**config.mk**
```make
export PLATFORM = sky130hd
export DESIGN_NAME = ps2_host_tx
export DESIGN_NICKNAME = d
export VERILOG_FILES = /design/src/rtl/ps2_pkg.sv /design/src/rtl/ps2_line_sync.sv /design/src/rtl/ps2_host_tx.sv
export SDC_FILE = /design/constraint.sdc
export NUM_CORES = 1
export LEC_CHECK = 0
export ABC_CLOCK_PERIOD_IN_PS = 2330
export BUFFER_PORTS_ARGS = -buffer_cell sky130_fd_sc_hd__buf_4
export CORE_MARGIN = 2
export CORE_UTILIZATION = 40
export DETAILED_ROUTE_END_ITERATION = 10
export GPL_TIMING_DRIVEN = 1
export HOLD_SLACK_MARGIN = 0.15
export PLACE_DENSITY_LB_ADDON = 0.12
export SYNTH_ARGS = -nofsm -noshare
export SYNTH_HDL_FRONTEND = slang
export SYNTH_SLANG_ARGS = --single-unit
```
**constraint.sdc**
```tcl
create_clock -name clk -period 2.33 [get_ports clk]
set_input_delay 0.466 -clock clk [delete_from_list [all_inputs] [get_ports clk]]
set_output_delay 0.466 -clock clk [all_outputs]
set_load 0.01 [all_outputs]
```
**src/rtl/ps2_pkg.sv**
```systemverilog
// ps2_pkg: shared PS/2 FSM states, error codes and command bytes
package ps2_pkg;
  typedef enum logic [2:0] {IDLE, INHIBIT, RTS, BITS, ACK, WAIT_IDLE, FAIL} state_t;
  localparam logic [1:0] ERR_NONE = 2'd0;
  localparam logic [1:0] ERR_START = 2'd1;
  localparam logic [1:0] ERR_XFER = 2'd2;
  localparam logic [1:0] ERR_NACK = 2'd3;
  localparam logic [7:0] CMD_SET_LED = 8'hED;
  localparam logic [7:0] CMD_ENABLE = 8'hF4;
  localparam logic [7:0] CMD_RESET = 8'hFF;
  localparam logic [7:0] RSP_ACK = 8'hFA;
endpackage

```
**src/rtl/ps2_line_sync.sv**
```systemverilog
// ps2_line_sync: 2-FF synchronizers for the PS/2 pins plus clock falling-edge detect
module ps2_line_sync (
  input  logic clk,
  input  logic reset,
  input  logic clk_in,
  input  logic data_in,
  output logic clk_s,
  output logic data_s,
  output logic fall
);
  logic clk_m, data_m, clk_q;
  // synchronizer chains reset high (idle bus) so reset release never fakes an edge
  always_ff @(posedge clk or posedge reset)
    if (reset) {clk_m, clk_s, clk_q, data_m, data_s} <= '1;
    else {clk_m, clk_s, clk_q, data_m, data_s} <= {clk_in, clk_m, clk_s, data_in, data_m};
  assign fall = clk_q & ~clk_s;
endmodule

```
**src/rtl/ps2_host_tx.sv**
```systemverilog
// ps2_host_tx: host-to-device PS/2 command transmitter with ACK/NACK and timeout reporting
module ps2_host_tx
  import ps2_pkg::*;
#(
  parameter int CLK_FREQ_HZ = 50000000,
  parameter int INHIBIT_US = 120,
  parameter int START_TIMEOUT_MS = 15,
  parameter int XFER_TIMEOUT_MS = 2
) (
  input  logic       clk,
  input  logic       reset,
  input  logic [7:0] tx_data,
  input  logic       tx_valid,
  output logic       tx_ready,
  output logic       busy,
  output logic       done,
  output logic       err,
  output logic [1:0] err_code,
  input  logic       ps2_clk_in,
  input  logic       ps2_data_in,
  output logic       ps2_clk_oe,
  output logic       ps2_data_oe
);
  localparam int INH_CYC = CLK_FREQ_HZ / 1000000 * INHIBIT_US;
  localparam int ST_CYC = CLK_FREQ_HZ / 1000 * START_TIMEOUT_MS;
  localparam int XF_CYC = CLK_FREQ_HZ / 1000 * XFER_TIMEOUT_MS;
  localparam int MAX_A = ST_CYC > XF_CYC ? ST_CYC : XF_CYC;
  localparam int MAX_CYC = MAX_A > INH_CYC ? MAX_A : INH_CYC;
  localparam int CNT_W = $clog2(MAX_CYC);
  localparam logic [CNT_W-1:0] INH_L = CNT_W'(INH_CYC - 1);
  localparam logic [CNT_W-1:0] ST_L = CNT_W'(ST_CYC - 1);
  localparam logic [CNT_W-1:0] XF_L = CNT_W'(XF_CYC - 1);
  state_t state, state_n;
  logic [CNT_W-1:0] cnt, cnt_n;
  logic [3:0] bitcnt, bitcnt_n;
  logic [7:0] shreg, shreg_n;
  logic par, par_n, clk_oe_n, data_oe_n, done_n, err_n, ready_n;
  logic [1:0] err_code_n;
  logic clk_s, data_s, fall;
  ps2_line_sync u_sync (
    .clk(clk),
    .reset(reset),
    .clk_in(ps2_clk_in),
    .data_in(ps2_data_in),
    .clk_s(clk_s),
    .data_s(data_s),
    .fall(fall)
  );
  assign busy = state != IDLE;
  // next state and next registered outputs; timeouts are checked before edges so they win
  always_comb begin
    state_n = state;
    cnt_n = cnt - 1'b1;
    bitcnt_n = bitcnt;
    shreg_n = shreg;
    par_n = par;
    err_code_n = err_code;
    clk_oe_n = ps2_clk_oe;
    data_oe_n = ps2_data_oe;
    case (state)
      IDLE:
        if (tx_valid && tx_ready) begin
          state_n = INHIBIT;
          cnt_n = INH_L;
          shreg_n = tx_data;
          par_n = ~^tx_data;
          err_code_n = ERR_NONE;
          clk_oe_n = 1'b1;
          data_oe_n = 1'b0;
        end
      INHIBIT:
        if (cnt == '0) begin
          state_n = RTS;
          cnt_n = ST_L;
          clk_oe_n = 1'b0;
          data_oe_n = 1'b1;
        end else if (cnt == CNT_W'(1)) data_oe_n = 1'b1;
      RTS:
        if (cnt == '0) begin
          state_n = FAIL;
          err_code_n = ERR_START;
        end else if (fall) begin
          state_n = BITS;
          cnt_n = XF_L;
          bitcnt_n = 4'd1;
          data_oe_n = ~shreg[0];
        end
      BITS:
        if (cnt == '0) begin
          state_n = FAIL;
          err_code_n = ERR_XFER;
        end else if (fall) begin
          bitcnt_n = bitcnt + 4'd1;
          data_oe_n = bitcnt == 4'd8 ? ~par : bitcnt == 4'd9 ? 1'b0 : ~shreg[bitcnt[2:0]];
          state_n = bitcnt == 4'd9 ? ACK : BITS;
        end
      ACK:
        if (cnt == '0) begin
          state_n = FAIL;
          err_code_n = ERR_XFER;
        end else if (fall) begin
          state_n = data_s ? FAIL : WAIT_IDLE;
          err_code_n = data_s ? ERR_NACK : err_code;
        end
      WAIT_IDLE:
        if (cnt == '0) begin
          state_n = FAIL;
          err_code_n = ERR_XFER;
        end else if (clk_s && data_s) state_n = IDLE;
      default: state_n = IDLE;
    endcase
    if (state_n == FAIL) begin
      clk_oe_n = 1'b0;
      data_oe_n = 1'b0;
    end
    done_n = state == WAIT_IDLE && state_n == IDLE;
    err_n = state_n == FAIL;
    ready_n = state_n == IDLE;
  end
  // state and output registers; async reset releases both lines immediately
  always_ff @(posedge clk or posedge reset)
    if (reset) begin
      state <= IDLE;
      cnt <= '0;
      bitcnt <= '0;
      shreg <= '0;
      par <= 1'b0;
      err_code <= ERR_NONE;
      ps2_clk_oe <= 1'b0;
      ps2_data_oe <= 1'b0;
      done <= 1'b0;
      err <= 1'b0;
      tx_ready <= 1'b0;
    end else begin
      state <= state_n;
      cnt <= cnt_n;
      bitcnt <= bitcnt_n;
      shreg <= shreg_n;
      par <= par_n;
      err_code <= err_code_n;
      ps2_clk_oe <= clk_oe_n;
      ps2_data_oe <= data_oe_n;
      done <= done_n;
      err <= err_n;
      tx_ready <= ready_n;
    end
endmodule

```
==> run_results.csv <==
group,metric,value,unit
run_status,status,"complete, no violations",
timing,holdWs,0.257,ns
clock_network,cts-buffers-inserted,5,
clock_network,cts_root_buf,"clkbuf_8",
timing,tns,0,ns
logic_synthesis,syn_inst,276,
place,postPlaceCellArea,2950,um2
setup_path,crit_path_end_kind,"flip-flop",
power,leakagePower,1.33,nW
floorplanning,fp.dieH,85.3,um
logic_synthesis,ys_types,53,
setup_path,crit_required,2.53,ns
cells_and_area,final_cell_mix,"nand2_1 (45), dfrtp_1 (43), buf_4 (33)",
route,first_pass_iters,5,
global_route,grt_pass1_wl,10300,um
timing,final_hold_viol_count,0,
timing,skew,0.00949,ns
cells_and_area,final_common_cell,"nand2_1",
logic_synthesis,ys.flop_type,"dfrtp_1",
floorplanning,dieArea,7280,um2
cells_and_area,fin_nets,325,
global_route,gr-usage-met3,3.60,%
timing,min_period_over_period,91.9,%
clock_network,clk_latency,0.31,ns
logic_synthesis,synth_area,2650,um2
place,portBuffers,20,
route,wire_per_inst,15.4,um
route,drtAntennaViolNets,0,
timing,rsz0062_at_grt,"false",
logic_synthesis,yosysWarnings,0,
cells_and_area,syn2layout_area_growth,16.7,%
cells_and_area,n_antenna_cell,0,
logic_synthesis,synth.area.top_cells,"dfrtp_1 (41%), nand2_1 (6.4%), xnor2_1 (5.3%)",
timing,worst_pin_slew,0.601,ns
timing,min_period,2.14,ns
logic_synthesis,ys_ff_latch,48,
timing,max_slew_margin,59.9,%
clock_network,cts_setup_buffers,0,
global_route,grt_overflow_total,0,
power,p_total,2.50,mW
global_route,use_met2,25.6,%
logic_synthesis,async_flop_share,100,%
global_route,grt_busiest_layer,"met1",
setup_path,critPathKind,"flip-flop to flip-flop",
logic_synthesis,syn-num-nets,295,
floorplanning,rows,29,
clock_network,cts_tree,"built",
timing,fmax,0.467,GHz
floorplanning,fp.coreArea,6390,um2
floorplanning,initial_core_util,41.4,%
place,hpwlAfterDp,4280,um
floorplanning,ioPinCount,21,
route,via_count,2141,
global_route,globalRouteMet1Util,26.2,%
setup_path,worst-path-max-fanout,10,
clock_network,hold_buffers,0,
floorplanning,die_w,85.3,um
global_route,antenna_found_initial,0,
route,viasPerCell,5.58,
timing,slew_violations,0,
logic_synthesis,synth-edff-count,0,
setup_path,startpoint_type,"flip-flop",
clock_network,clk_pin_slew,0.10,ns
place,gp_congestion,0.806,
logic_synthesis,synth_top_area_cell,"dfrtp_1",
logic_synthesis,ys_seq_area_share,45.6,%
clock_network,ctsResizeCount,0,
route,drt-initial-drc-count,155,
run,maxCapViolations,0,
clock_network,cts_max_level,2,
power,p_per_area,808,nW/um2
setup_path,crit_arrival,2.34,ns
cells_and_area,final_area,3090,um2
logic_synthesis,yosysTopAreaCellShare,40.7,%
logic_synthesis,avgSynthCellArea,9.59,um2
global_route,grt_pass1_vias,2059,
global_route,grt_start_max_net_pins,49,
power,irDropWorstVdd,0.341,mV
timing,finalSetupViolations,0,
route,wl,5900,um
global_route,track_usage,17.6,%
worst_hold_path,hp-class,"input port to flip-flop",
clock_network,clock_sinks,48,
cells_and_area,drive_gt1_share,18.9,%
clock_network,cts_buffer_depth,2,
route,drc,0,
[metrics by stage]
stage	worst slack, ns	std cells	util (%)
after floorplan	0.322	276	-
after global placement	0.245	376	46.2
after detailed placement	0.185	376	46.2
after CTS	0.169	384	48.4
after global routing	0.0649	384	48.4
final	0.189	384	48.4
[worst paths after layout]
kind / startpoint / endpoint / slack, ns / cells past startpoint
worst max register to register: cnt[14] / bitcnt[2] / 0.19 / 5
worst min register to register: u_sync.clk_m / u_sync.clk_s / 0.36 / 0
max in group asynchronous: reset / cnt[18] / 1.62 / 3
worst min-delay path: ps2_data_in / u_sync.data_m / 0.26 / 1
worst max-delay path: cnt[14] / bitcnt[2] / 0.19 / 5
min in group asynchronous: reset / cnt[10] / 0.31 / 3
[critical path, stage by stage (launching register included)]
cell and delay (ns):
dfrtp_1 0.44, or4_4 0.57, nor4_4 0.37, nand3_4 0.18
and3_4 0.23, a211o_1 0.24
[logic make-up (layout without fill, tap and decap cells)]
| group | count (synthesis) | count (layout) | synth area share [%] |
|---|---|---|---|
| AOI/OAI and AO/OA | 52 | 52 | 13.4 |
| xor gates and xnor gates | 23 | 23 | 7.61 |
| adders and majority gates | 6 | 6 | 2.84 |
| buffers and inverters | 20 | 51 | 2.88 |
| DFF | 48 | 48 | 45.6 |
| muxes | 4 | 4 | 2.51 |
| and+or+nand+nor | 123 | 123 | 25.2 |
[where the power goes]
| part | total, mW | switching [mW] | internal [mW] |
|---|---|---|---|
| clock network | 0.731 | 0.299 | 0.432 |
| logic | 0.600 | 0.299 | 0.301 |
| registers | 1.16 | 0.169 | 0.996 |
[Yosys cell counts (4+ instances only)]
cell,number
nor2_1,16
nand2_1,45
or3_1,6
a31oi_1,8
nor2b_1,5
o21ai_0,10
inv_1,10
dfstp_2,5
nand3_1,6
ha_1,6
dfrtp_1,43
a21o_1,4
xor2_1,7
nor3_1,7
nor4_1,8
xnor2_1,16
nand4_1,6
clkbuf_1,9
a21oi_1,9
[layer usage]
layer | share of wire, % | vias to the layer above
li1 | - | 1051
met4 | 1.3 | 0
met3 | 5.3 | 7
met2 | 44 | 63
met5 | 0 | -
met1 | 50 | 1020
[registers in the layout (all words and copies together), names as in the netlist]
register,flops
cnt,20
u_sync.clk_q,1
u_sync.clk_m,1
u_sync.data_m,1
u_sync.data_s,1
tx_ready,1
shreg,8
state,3
u_sync.clk_s,1
par,1
err,1
err_code,2
done,1
ps2_data_oe,1
ps2_clk_oe,1
bitcnt,4
[layout make-up]
type	instances	area, um2
Clock inverter	3	68.8
Sequential cell	48	1210
Tap cell	77	96.3
Multi-Input combinational cell	208	1360
Clock buffer	5	68.8
Timing Repair Buffer	33	248
Fill cell	611	3300
Inverter	10	37.5
Power figures use the tool's default switching activity.
